<file path="config.mk">
export PLATFORM = sky130hd
export DESIGN_NAME = draw_char_sprite
export DESIGN_NICKNAME = d
export VERILOG_FILES = /design/src/rtl/draw_char_sprite.sv
export SDC_FILE = /design/constraint.sdc
export NUM_CORES = 1
export LEC_CHECK = 0
export BUFFER_PORTS_ARGS = -buffer_cell sky130_fd_sc_hd__buf_2
export CAP_MARGIN = 5
export CORE_MARGIN = 2
export CORE_UTILIZATION = 53
export DETAILED_ROUTE_END_ITERATION = 8
export HOLD_SLACK_MARGIN = 0.12
export PLACE_DENSITY_LB_ADDON = 0.08
export SLEW_MARGIN = 20
export SYNTH_ARGS = -nofsm -noshare
export SYNTH_HDL_FRONTEND = slang
export SYNTH_SLANG_ARGS = --single-unit
</file>
<file path="constraint.sdc">
create_clock -name clk -period 2.84 [get_ports clk]
set_clock_uncertainty 0.05 [all_clocks]
set_input_delay 0.284 -clock clk [delete_from_list [all_inputs] [get_ports clk]]
set_output_delay 0.284 -clock clk [all_outputs]
set_load 0.02 [all_outputs]
</file>
<file path="src/rtl/draw_char_sprite.sv">
// Character sprite overlay: ROM address generation plus keyed compositing.
// Define DRAW_CHAR_MIRROR_EN to enable horizontal mirroring via the mirror port.
module draw_char_sprite #(
  parameter int          IMG_W     = 128,
  parameter int          IMG_H     = 128,
  parameter logic [11:0] KEY_COLOR = 12'hF0F
) (
  input  logic        clk,
  input  logic        rst,
  input  logic [10:0] hcount_in,
  input  logic [10:0] vcount_in,
  input  logic        hsync_in,
  input  logic        vsync_in,
  input  logic        hblnk_in,
  input  logic        vblnk_in,
  input  logic [11:0] rgb_in,
  input  logic [11:0] xpos,
  input  logic [11:0] ypos,
  input  logic        mirror,
  output logic [13:0] rom_addr,
  input  logic [11:0] rom_rgb,
  output logic [10:0] hcount_out,
  output logic [10:0] vcount_out,
  output logic        hsync_out,
  output logic        vsync_out,
  output logic        hblnk_out,
  output logic        vblnk_out,
  output logic [11:0] rgb_out
);

  typedef struct packed {
    logic [10:0] hc;
    logic [10:0] vc;
    logic        hs;
    logic        vs;
    logic        hb;
    logic        vb;
    logic [11:0] rgb;
    logic        hit;
  } pix_t;

  logic        vs_prev_q;
  logic [11:0] xpos_l_q;
  logic [11:0] ypos_l_q;
  logic [13:0] rom_addr_q;
  logic [13:0] rom_addr_d;
  pix_t        d1_q;
  pix_t        d1_d;
  pix_t        d2_q;
  pix_t        out_q;
  logic [11:0] rgb_d;

  logic [12:0] hc13;
  logic [12:0] vc13;
  logic [12:0] xl13;
  logic [12:0] yl13;
  logic [12:0] dx;
  logic [12:0] dy;
  logic        hit;
  logic [6:0]  xm;
  logic        vs_rise;

  assign hc13    = {2'b00, hcount_in};
  assign vc13    = {2'b00, vcount_in};
  assign xl13    = {1'b0, xpos_l_q};
  assign yl13    = {1'b0, ypos_l_q};
  assign dx      = hc13 - xl13;
  assign dy      = vc13 - yl13;
  assign vs_rise = vsync_in & ~vs_prev_q;

  // 13-bit bounds so a sprite near the 12-bit limit never wraps to 0
  assign hit = (hc13 >= xl13) && (hc13 < xl13 + 13'(IMG_W)) &&
               (vc13 >= yl13) && (vc13 < yl13 + 13'(IMG_H));

`ifdef DRAW_CHAR_MIRROR_EN
  logic mir_l_q;
  logic unused_bits;

  assign xm          = mir_l_q ? 7'(IMG_W - 1) - dx[6:0] : dx[6:0];
  assign unused_bits = ^{dx[12:7], dy[12:7]};

  always_ff @(posedge clk) begin
    if (rst) begin
      mir_l_q <= 1'b0;
    end else if (vs_rise) begin
      mir_l_q <= mirror;
    end
  end
`else
  logic unused_bits;

  assign xm          = dx[6:0];
  assign unused_bits = ^{mirror, dx[12:7], dy[12:7]};
`endif

  always_comb begin
    rom_addr_d = hit ? {dy[6:0], xm} : 14'd0;
    d1_d.hc    = hcount_in;
    d1_d.vc    = vcount_in;
    d1_d.hs    = hsync_in;
    d1_d.vs    = vsync_in;
    d1_d.hb    = hblnk_in;
    d1_d.vb    = vblnk_in;
    d1_d.rgb   = rgb_in;
    d1_d.hit   = hit;
  end

  always_comb begin
    rgb_d = d2_q.rgb;
    if (d2_q.hb | d2_q.vb) begin
      rgb_d = 12'h000;
    end else if (d2_q.hit && (rom_rgb != KEY_COLOR)) begin
      rgb_d = rom_rgb;
    end
  end

  always_ff @(posedge clk) begin
    if (rst) begin
      vs_prev_q  <= 1'b0;
      xpos_l_q   <= 12'd0;
      ypos_l_q   <= 12'd0;
      rom_addr_q <= 14'd0;
      d1_q       <= '0;
      d2_q       <= '0;
      out_q      <= '0;
    end else begin
      vs_prev_q  <= vsync_in;
      if (vs_rise) begin
        xpos_l_q <= xpos;
        ypos_l_q <= ypos;
      end
      rom_addr_q <= rom_addr_d;
      d1_q       <= d1_d;
      d2_q       <= d1_q;
      out_q      <= d2_q;
      out_q.rgb  <= rgb_d;
    end
  end

  assign rom_addr   = rom_addr_q;
  assign hcount_out = out_q.hc;
  assign vcount_out = out_q.vc;
  assign hsync_out  = out_q.hs;
  assign vsync_out  = out_q.vs;
  assign hblnk_out  = out_q.hb;
  assign vblnk_out  = out_q.vb;
  assign rgb_out    = out_q.rgb;

endmodule

</file>
## Word level (Yosys, flattened, before mapping)

Index checks and enable logic that the tools add are counted.

- Equality and inequality tests: 1
- Bitwise gates (word level): 4
- Magnitude comparators: 4
- $add $sub $neg: 4
- Muxes and demuxes: 1
- Reduce and logical (&&, ||, !) cells: 6

Operator list:

| cell | number |
|---|---|
| 12-bit by 8-bit adder with 13-bit output, second input constant | 2 |
| 11-bit by 13-bit < comparator with 1-bit output | 2 |
| 11-bit by 12-bit greater-or-equal comparator with 1-bit output | 2 |
| 7-bit subtractor | 2 |
| 12-bit 2-to-1 mux | 1 |
| 12-bit inequality test, second input constant | 1 |
| 1-bit logical AND | 4 |
| 2-bit OR reduction | 2 |
| 1-bit inverter | 2 |
| 1-bit AND | 1 |
| 1-bit OR | 1 |

- Register bits after elaboration: 154
- Logic and storage cells: 46
- Output and inout bits: 52

## Depth between registers and ports, before layout

Gate-level depths: netlist of run 1.

- Depth in word-level cells: 7
- Mapped depth: 11
- Depth with buffers taken out: 10

## Worst setup path after synthesis of run 1

Ideal clock, no wire load.

- Path kind: register to register
- Start point: reg ypos_l_q[7]
- End point: reg rom_addr_q[3] (netlist: rom_addr[3])
- Data required time: 2675 ps
- Path buffers: 1
- Arrival: 2089 ps
- Setup slack: 586 ps
- Period minus slack after synthesis: 2254 ps
- Setup time: 115 ps
- Cell stages (with the launch flop): 10
- Path through: dfxtp_1 ha_1 inv_1 ha_1 or3b_2 a211oi_1 a2111oi_4 nand4_4 buf_6 nor2_1

- Longest elaborated chain between the ends: 5

Ends and longest elaborated chain:

| element | line | source |
|---|---|---|
| start, declared | 44 | `logic [11:0] ypos_l_q;` |
| start signal, assigned | 130 | `ypos_l_q <= ypos;` |
| 12-bit by 8-bit adder with 13-bit output or 11-bit by 12-bit greater-or-equal comparator with 1-bit output (tied branches) | 73 | `(vc13 >= yl13) && (vc13 < yl13 + 13'(IMG_H));` |
| 11-bit by 13-bit < comparator with 1-bit output or 1-bit logical AND (tied branches) | 73, 72 |  |
| 1-bit logical AND * | 73 |  |
| 1-bit inverter (no source line) * | n/a |  |
| 2-bit OR reduction (no source line) * | n/a |  |
| end signal, assigned | 132 | `rom_addr_q <= rom_addr_d;` |
| end, declared | 45 | `logic [13:0] rom_addr_q;` |

Mark *: on every way between the ends. The rest lies on a longest branch, timed or not.
A chain may end at the register's enable or synchronous reset.

## Worst setup path after layout of run 1

- Start point: in hcount_in[3]
- End point: reg rom_addr_q[10] (netlist: rom_addr[10])

- Longest elaborated chain between the ends: 6

Ends and longest elaborated chain:

| element | line | source |
|---|---|---|
| start, declared | 10 | `input logic [10:0] hcount_in,` |
| 11-bit by 13-bit < comparator with 1-bit output or 11-bit by 12-bit greater-or-equal comparator with 1-bit output (tied branches) | 72 | `assign hit = (hc13 >= xl13) && (hc13 < xl13 + 13'(IMG_W)) &&` |
| 1-bit logical AND * (2 in series) | 72 |  |
| 1-bit logical AND * | 73 |  |
| 1-bit inverter (no source line) * | n/a |  |
| 2-bit OR reduction (no source line) * | n/a |  |

Marked as above.

==> out/summary.txt, run 1 <==
status -> completed
Die X-Extent -> 106 um
Leak -> 0.00347 uW
syn avg cell area -> 10.1 um^2
Max Slew Vio Count -> 0
number of distinct library cells after synthesis -> 45
worst-case reg-to-reg path depth -> 8
Hold Path Depth -> 1
row cnt -> 37
Max Clk Rate -> 401 MHz
H-tree levels -> 4
Worst-Skew Late Latency -> 0.52 ns
worst min path class -> reg2reg
sw frac -> 0.222
first-pass GRT wire length -> 19,100 um
period utilization -> 0.879
Synth Flop Type -> dfxtp_1
initial antenna violation count -> 0
Avg WL per Cell -> 13.0 um
root buffer cell -> clkbuf_8
combinational power share -> 0.104
remaining antenna violation count -> 0
Peak supply drop -> 0.000420 V
fin crit period -> 2.50 ns
Initial Util -> 0.542
clock buffer count from CTS -> 17
Final Net Count -> 867
Die H -> 106 um
largest net degree at the start of global routing -> 121
Ys Warns -> 0
post-route setup slack -> 0.344 ns
Slew Limit Headroom -> 0.357
Total Wirelength -> 11,800 um
Setup WS pre-CTS -> 0.378 ns
number of diodes -> 0
initial drt markers -> 157
num ports -> 129
Core ar. -> 10,300 um^2
number of detailed-route iterations in the first pass -> 4
worst slew pin tran -> 0.965 ns
CTS tree -> built
most common library cell in the layout ignoring fill and taps -> dfxtp_1
area of the multi-input gates -> 2280 um^2
WS Path Type -> in2reg
final core utilization -> 0.753
cells after synthesis -> 553
Arr. time, crit path -> 2.87 ns
commonest cells after routing, fill and taps aside -> dfxtp_1 (154), buf_2 (126), nor2b_1 (104)
layout cells sized above 1 -> 0.217
Vias/cell -> 4.75
placed cells -> 796
Register Area -> 3080 um^2
Cell Area, Synth -> 5570 um^2
post-CTS setup repair buffer count -> 0
Yosys reg bits -> 154
clk sinks -> 154
RR Endpoint -> rom_addr[9]
crit start category -> primary input
Final Cell Area -> 7740 um^2
crit path max fanout -> 14
Placed Area -> 6320 um^2
Req. time, crit path -> 3.21 ns
Synth Net Count -> 664
internal power -> 4070 uW
IO buf count -> 127
clock power share -> 0.460
Clock transition at path regs -> 0.06 ns
Die ar. -> 11,300 um^2
Final Hold Vio Count -> 0
via count -> 4,301
max cap viols -> 0
NetSw -> 1160 uW
pwr/cell area -> 676 nW/um^2
Layout area overhead -> 39.0%
register-to-register setup slack -> 0.38 ns
hold path start -> d1_q[6]
GRT Overall Usage -> 0.216
reg2reg start -> ypos_l_q[7]
Post-Layout Cell Count -> 905
Critical Path Sink Type -> flip-flop
gr ovfl total -> 0
sequential share of the synthesized area -> 0.554
vias in the first global route -> 4,277
Async S/R FF share, synth -> 0
fillcell total -> 733
Max Root-Sink Buffers -> 2
sequential power share -> 0.436
DPL Wire Length -> 7420 um
setup_tns -> 0 ns
RSZ-0062 raised after global routing -> false
placer congestion estimate -> 0.850
final setup vio count -> 0
Hold Crit Endpoint -> d2_q[6]
drc violations -> 0
Post-synth EDFFs -> 0
cell usage after synthesis, types with 2 or more instances:
master / number / area (um^2)
a21o_1: 6 / 45.0
nand3_1: 4 / 20.0
ha_1: 32 / 400
nor3_1: 4 / 20.0
o21ai_0: 6 / 30.0
fa_1: 2 / 40.0
inv_1: 31 / 116
nor2b_1: 104 / 651
mux2i_1: 9 / 90.1
clkbuf_1: 20 / 75.1
nand2b_1: 2 / 12.5
o2111ai_1: 2 / 17.5
nand2_1: 58 / 218
o32ai_1: 2 / 17.5
nand4_1: 2 / 12.5
a21oi_1: 38 / 190
xnor2_1: 10 / 87.6
dfxtp_1: 154 / 3080
a211oi_1: 7 / 52.6
nor2_1: 29 / 109
nand4b_1: 6 / 52.6
xor2_1: 2 / 17.5
registers in the layout (all words and copies together) (netlist names):
register,cells
rgb_out,12
xpos_l_q,12
vblnk_out,1
rom_addr,14
vsync_out,1
hsync_out,1
hblnk_out,1
ypos_l_q,12
vcount_out,11
hcount_out,11
d1_q,39
d2_q,39
metrics by stage:
step	hold slack, ns	power [uW]
after floorplan	0.362	2630
after global placement	0.366	2770
after detailed placement	0.370	2780
after CTS	0.380	5270
after global routing	0.399	5440
final	0.378	5230
routing by layer:
layer,part of all wire,GRT usage,vias up
met3,0.052,0.0619,16
li1,-,-,2212
met2,0.51,0.387,121
met1,0.43,0.248,1952
met4,0.012,0.0677,0
met5,0,0,-
power groups by stage:
stage          logic, uW  clock network, uW  registers (uW)
4_1_cts              544               2450            2280
2_1_floorplan        286                  0            2350
3_3_place_gp         443                  0            2330
3_5_place_dp         455                  0            2330
6_report             544               2400            2280
5_1_grt              603               2550            2290
logic make-up after synthesis:
group / after synthesis / synth area share
multiplexers: 9 / 0.0162
buffers and inverters: 54 / 0.0380
XOR/XNOR: 12 / 0.0189
AND/OR/NAND/NOR: 218 / 0.212
flip-flops: 154 / 0.554
AO/OA/AOI/OAI: 72 / 0.0820
adder cells (fa/ha/maj): 34 / 0.0791
how the worst max path moves through the flow:
| stage | startpoint | endpoint | slack, ns |
|---|---|---|---|
| 3_5_place_dp | ypos_l_q[7] | rom_addr[10] | 0.38 |
| 5_1_grt | hcount_in[3] | rom_addr[10] | 0.11 |
| 3_3_place_gp | hcount_in[3] | rom_addr[10] | 0.45 |
| 4_1_cts | ypos_l_q[7] | rom_addr[10] | 0.36 |
| 6_report | hcount_in[3] | rom_addr[10] | 0.34 |
| 2_1_floorplan | ypos_l_q[7] | rom_addr[3] | 0.59 |
critical path: stages:
cell           delay [ns]
dlygate4sd3_1        0.53
buf_2                0.13
ha_1                 0.37
a21o_1               0.21
a21oi_1              0.26
a21oi_1              0.12
o2111ai_1            0.37
nand4_4              0.30
a211oi_1             0.29
cell type report:
cell class,instances,area share
timing repair buffer,207,0.187
clock inverter,13,0.0277
multi-input combinational,345,0.294
sequential,154,0.398
inverter,31,0.0150
tap,136,0.0220
clock buffer,19,0.0558
repair_timing:
action / 4_1_cts / 5_1_grt
gates resized for setup: 0 / 0
hold buffers: 77 / 0
hold endpoints to repair: 81 / 0
Note: power is estimated with default switching activity, not from simulation.
==> run 2: changes to the inputs <==
Settings changed: ABC_CLOCK_PERIOD_IN_PS set to 2840, CORE_UTILIZATION 53 to 45.
==> run 2 against run 1 <==
  * Sequential share of layout area barely moved
  * Clock power increased by 3%
  * Flip-flop and latch count unchanged
  * Highest routed layer unchanged
  * Critical path type unchanged
  * Non-clock buffer count down 3
  * Fmax is 1.8% lower
  * Register-to-register slack improved by 0.04 ns
  * Sequential power hardly changed
  * Count of clock-buffer cells in the layout unchanged
==> out/summary.txt, run 2 (synthesis results as in run 1) <==
worst slew pin tran -> 0.670 ns (-0.295 ns)
Leak -> 0.00345 uW (-0.39%)
Die H -> 115 um (+8.2%)
final setup vio count -> 0 (unchanged)
Max Clk Rate -> 394 MHz (-1.8%)
period utilization -> 0.895 (+0.0159)
Initial Util -> 0.462 (-0.0801)
fillcell total -> 993 (+35%)
vias in the first global route -> 4,075 (-4.7%)
Total Wirelength -> 11,800 um (about the same)
final core utilization -> 0.642 (-0.111)
status -> completed
Avg WL per Cell -> 12.6 um (-3.1%)
layout cells sized above 1 -> 0.219 (+0.00216)
initial drt markers -> 197 (+25%)
initial antenna violation count -> 0 (unchanged)
crit start category -> primary input
number of diodes -> 0 (unchanged)
placer congestion estimate -> 0.823 (-3.2%)
Post-CTS Hold Buffers -> 72 (-6.5%)
Req. time, crit path -> 3.12 ns (-0.09 ns)
Max Slew Vio Count -> 0 (unchanged)
WS Path Type -> in2reg
Peak supply drop -> 0.000393 V (-6.3%)
Die ar. -> 13,300 um^2 (+17%)
gr ovfl total -> 0 (unchanged)
Arr. time, crit path -> 2.82 ns (-0.05 ns)
WP buf/inv -> 2 (unchanged)
post_cts resized -> 0 (unchanged)
Die X-Extent -> 115 um (+8.2%)
reg2reg start -> ypos_l_q[7]
post-CTS setup repair buffer count -> 0 (unchanged)
Max Root-Sink Buffers -> 2 (unchanged)
num ports -> 129 (unchanged)
pwr/cell area -> 684 nW/um^2 (+1.2%)
CP most frequent cell -> a21oi_1
clock buffer count from CTS -> 17 (unchanged)
CTS tree -> built
GRT Overall Usage -> 0.187 (-0.0289)
clk sinks -> 154 (unchanged)
Core ar. -> 12,100 um^2 (+17%)
max cap viols -> 0 (unchanged)
max incr delay on CP -> 0.53 ns (about the same)
most common library cell in the layout ignoring fill and taps -> dfxtp_1
row cnt -> 40 (+8.1%)
Setup WS pre-CTS -> 0.400 ns (+0.0217 ns)
critical-path cell list -> dlygate4sd3_1 > buf_2 > ha_1 > a21o_1 > a21oi_1 > a21oi_1 > o2111ai_1 > nand4_4 > a211oi_1
fin crit period -> 2.54 ns (+0.0452 ns)
commonest cells after routing, fill and taps aside -> dfxtp_1 (154), buf_2 (126), nor2b_1 (104)
Worst-Skew Late Latency -> 0.41 ns (-0.11 ns)
Final Hold Vio Count -> 0 (unchanged)
RSZ-0062 raised after global routing -> false
area of the multi-input gates -> 2280 um^2 (unchanged)
Critical-path top delay cell -> dlygate4sd3_1
crit path max fanout -> 14 (unchanged)
IO buf count -> 127 (unchanged)
post-route setup slack -> 0.299 ns (-0.0452 ns)
Final Net Count -> 864 (-0.35%)
Crit. Startpoint -> hcount_in[3]
Layout area overhead -> 39.1% (about the same)
Clock transition at path regs -> 0.06 ns (about the same)
DPL Wire Length -> 7860 um (+6.0%)
remaining antenna violation count -> 0 (unchanged)
worst min path class -> in2reg
first-pass GRT wire length -> 19,100 um (-0.10%)
setup_tns -> 0 ns (unchanged)
Register Area -> 3080 um^2 (unchanged)
root buffer cell -> clkbuf_16
H-tree levels -> 4 (unchanged)
drc violations -> 0 (unchanged)
Critical Path Sink Type -> flip-flop
number of detailed-route iterations in the first pass -> 4 (unchanged)
cell family with most CP delay -> compound AO/OA/AOI/OAI gates
hold path start -> hcount_in[1]
Vias/cell -> 4.52 (-4.9%)
Pwr Total -> 5290 uW (+1.2%)
largest net degree at the start of global routing -> 72 (-40%)
Slew Limit Headroom -> 0.553 (+0.197)
via count -> 4,222 (-1.8%)
-- run 2: cell count changes in the layout (fill, tap and decap cells not counted), sizes merged --
cell,change
dlygate4sd3,-4
clkinv,-2
inv,+2
buf,+1
-- run 2: routing by layer --
| layer | vias up | wire length [um] | GRT usage |
|---|---|---|---|
| li1 | 2211 | - | - |
| met1 | 1895 | 5570 | 0.230 |
| met2 | 98 | 5520 | 0.313 |
| met3 | 18 | 483 | 0.0480 |
| met4 | 0 | 191 | 0.0763 |
| met5 | - | 0 | 0 |
-- run 2: worst paths after layout --
| kind | end | slack, ns | depth (start not counted) |
|---|---|---|---|
| max reg2reg | rom_addr[4] | 0.42 | 8 |
| min | d1_q[29] | 0.16 | 2 |
| max | rom_addr[10] | 0.30 | 9 |
| min reg2reg | d2_q[1] | 0.38 | 1 |
-- run 2: report_power, final --
group          total (uW)  internal (uW)  leakage (uW)  switching [uW]
combinational         535            266       0.00187             269
clock                2480           1590      0.000315             884
sequential           2280           2250       0.00126            30.9
total                5290           4110       0.00345            1180
-- run 2: final cells by class --
class | count | share of cell area
Sequential cell | 154 | 0.398
Multi-Input combinational cell | 345 | 0.294
Timing Repair Buffer | 204 | 0.181
Clock buffer | 19 | 0.0572
Clock inverter | 13 | 0.0276
Tap cell | 168 | 0.0271
Inverter | 31 | 0.0150
-- run 2: per-stage QoR --
step | hold slack, ns | instance area, um^2 | std cells
2_1_floorplan | 0.362 | 5570 | 553
3_3_place_gp | 0.368 | 6360 | 829
3_5_place_dp | 0.370 | 6360 | 829
4_1_cts | 0.122 | 7730 | 933
5_1_grt | 0.146 | 7740 | 934
6_report | 0.160 | 7740 | 934
==> run 3: changes to the inputs <==
Settings changed: ABC_AREA set to 1, CAP_MARGIN 5 to 30.
==> run 3 against run 2 <==
  * Power is 3.3% lower
  * Largest power group is now registers
  * Die area is 6.5% higher
  * Critical endpoint is now rom_addr[13]
  * Critical path depth is 7 higher
==> out/summary.txt, run 3 <==
sequential share of the synthesized area -> 0.519 (-0.0349)
Slew Limit Headroom -> 0.461 (-0.0920)
clock buffer count from CTS -> 17 (unchanged)
Post-synth EDFFs -> 0 (unchanged)
GRT Overall Usage -> 0.178 (-0.00906)
critical-path cell list -> dlygate4sd3_1 > buf_2 > inv_1 > ha_1 > inv_1 > fa_1 > nand2_1 > nand2_1 > nand2_2 > nand2_1 > nand2_1 > nand3_1 > nand2_2 > nor2_4 > nand3_4 > nor2_1
Pwr Total -> 5120 uW (-3.3%)
H-tree levels -> 4 (unchanged)
Cell Area, Synth -> 5940 um^2 (+6.7%)
post-synth top area share -> 0.519 (-0.0349)
worst slew pin tran -> 0.807 ns (+0.137 ns)
Leak -> 0.00393 uW (+14%)
Max Clk Rate -> 428 MHz (+8.7%)
gr ovfl total -> 0 (unchanged)
syn avg cell area -> 8.15 um^2 (-19%)
fillcell total -> 1,189 (+20%)
Post-synth top cells -> inv_1 (162), dfxtp_1 (154), nor2_1 (137), nand2_1 (65), a21oi_1 (42)
placed cells -> 1,009 (+22%)
initial drt markers -> 195 (-1.0%)
Die X-Extent -> 119 um (+3.2%)
worst-case reg-to-reg path depth -> 13 (+5)
commonest cells after routing, fill and taps aside -> inv_1 (162), dfxtp_1 (154), nor2_1 (137)
Peak supply drop -> 0.000390 V (-0.71%)
pwr/cell area -> 652 nW/um^2 (-4.6%)
most common library cell in the layout ignoring fill and taps -> inv_1
remaining antenna violation count -> 0 (unchanged)
status -> completed
post-CTS setup repair buffer count -> 0 (unchanged)
final core utilization -> 0.615 (-0.0275)
Post-Layout Cell Count -> 1,095 (+17%)
number of diodes -> 0 (unchanged)
Total Wirelength -> 11,700 um (-0.26%)
Layout area overhead -> 32.1%
CP most frequent cell -> nand2_1
Final Hold Vio Count -> 0 (unchanged)
DPL Wire Length -> 8330 um (+5.9%)
Die ar. -> 14,100 um^2 (+6.5%)
Synth Net Count -> 840 (+27%)
crit path max fanout -> 15 (+1)
IO buf count -> 127 (unchanged)
setup_tns -> 0 ns (unchanged)
area of the multi-input gates -> 2120 um^2 (-7.0%)
Die H -> 119 um (+3.2%)
Critical-path top delay cell -> dlygate4sd3_1
Max Slew Vio Count -> 0 (unchanged)
placer congestion estimate -> 0.834 (+1.4%)
Synth Flop Type -> dfxtp_1
WS Path Type -> in2reg
vias in the first global route -> 4,424 (+8.6%)
worst min path class -> in2reg
number of detailed-route iterations in the first pass -> 4 (unchanged)
first-pass GRT wire length -> 19,900 um (+4.4%)
Req. time, crit path -> 3.08 ns (-0.04 ns)
number of distinct library cells after synthesis -> 31 (-31%)
Yosys reg bits -> 154 (unchanged)
RR Endpoint -> rom_addr[13]
Max Root-Sink Buffers -> 2 (unchanged)
register-to-register setup slack -> 0.71 ns (+0.29 ns)
synth top area cells -> dfxtp_1 (52%), inv_1 (10%), nor2_1 (8.7%)
Initial Util -> 0.465 (+0.00356)
num ports -> 129 (unchanged)
Ys Warns -> 0 (unchanged)
largest area contributor in the netlist -> dfxtp_1
final setup vio count -> 0 (unchanged)
drc violations -> 0 (unchanged)
initial antenna violation count -> 0 (unchanged)
RSZ-0062 raised after global routing -> false
Critical Path Sink Type -> flip-flop
clk sinks -> 154 (unchanged)
Worst-Skew Late Latency -> 0.42 ns (about the same)
Register Area -> 3080 um^2 (unchanged)
root buffer cell -> clkbuf_16
max incr delay on CP -> 0.54 ns (about the same)
cell with the most instances after synthesis -> inv_1
Hold Crit Endpoint -> ypos_l_q[5]
max cap viols -> 0 (unchanged)
Avg WL per Cell -> 10.7 um (-15%)
period utilization -> 0.823 (-0.0716)
Async S/R FF share, synth -> 0 (unchanged)
largest net degree at the start of global routing -> 55 (-24%)
Arr. time, crit path -> 2.58 ns (-0.24 ns)
Hold Path Depth -> 3 (+1)
Clock transition at path regs -> 0.06 ns (about the same)
cells after synthesis -> 729 (+32%)
reg2reg start -> ypos_l_q[0]
row cnt -> 41 (+2.5%)
Core ar. -> 12,800 um^2 (+5.9%)
layout cells sized above 1 -> 0.200 (-0.0189)
fin crit period -> 2.34 ns (-0.203 ns)
crit start category -> primary input
Final Net Count -> 1,022 (+18%)
via count -> 4,688 (+11%)
Vias/cell -> 4.28 (-5.3%)
CTS tree -> built
hold path start -> ypos[5]
-- run 3: critical path: cells and delay by family --
family,cells,cell delay (ns)
simple gates,10,0.93
buf+inv,4,0.81
fa+ha+maj,2,0.55
-- run 3: report_power, final --
group / internal [uW] / total, uW / switching [uW]
Clock: 1360 / 2170 / 807
Sequential: 2260 / 2300 / 35.9
Combinational: 283 / 653 / 371
-- run 3: cell type report --
cell class | instances | share of cell area
Clock buffer | 25 | 0.0618
Clock inverter | 6 | 0.0112
Inverter | 169 | 0.0808
Multi-Input combinational cell | 382 | 0.270
Sequential cell | 154 | 0.393
Tap cell | 172 | 0.0274
Timing Repair Buffer | 187 | 0.156
-- run 3: routing by layer --
layer | wire length, um | vias up | share of wire | GRT usage
met1 | 5600 | 2055 | 0.48 | 0.218
met5 | 0 | - | 0 | 0
li1 | - | 2535 | - | -
met3 | 427 | 16 | 0.036 | 0.0445
met4 | 204 | 0 | 0.017 | 0.0714
met2 | 5500 | 82 | 0.47 | 0.298
-- run 3: worst max path at each step --
stage | start | endpoint | slack (ns) | cells after the start
finish | vcount_in[0] | rom_addr[13] | 0.50 | 16
global route | vcount_in[0] | rom_addr[0] | 0.34 | 16
CTS | vcount_in[0] | rom_addr[13] | 0.51 | 16
detailed placement | vcount_in[0] | rom_addr[2] | 0.63 | 15
global placement | vcount_in[0] | rom_addr[3] | 0.64 | 15
floorplan | hcount_in[0] | rom_addr[9] | 0.99 | 15
-- run 3: through the flow --
| stage | setup WS [ns] | cell area, um^2 | hold slack, ns |
|---|---|---|---|
| 3_3_place_gp | 0.644 | 6730 | 0.339 |
| 3_5_place_dp | 0.630 | 6730 | 0.344 |
| 6_report | 0.502 | 7850 | 0.129 |
| 2_1_floorplan | 0.987 | 5940 | 0.338 |
| 4_1_cts | 0.505 | 7850 | 0.121 |
| 5_1_grt | 0.335 | 7850 | 0.129 |
-- run 3: logic make-up (layout without fill, tap and decap cells) --
family,Yosys count,count (layout),synth area share
AOI/OAI and AO/OA,77,77,0.0674
xor gates and xnor gates,14,14,0.0206
adders and majority gates,34,34,0.0741
buffers and inverters,193,387,0.125
DFF,154,154,0.519
and+or+nand+nor,257,257,0.194
-- run 3: what timing repair did --
action | 4_1_cts | 5_1_grt
hold buffers | 55 | 0
setup endpoints to repair | 0 | 0
resized for setup | 0 | 0
hold endpoints to repair | 55 | 0
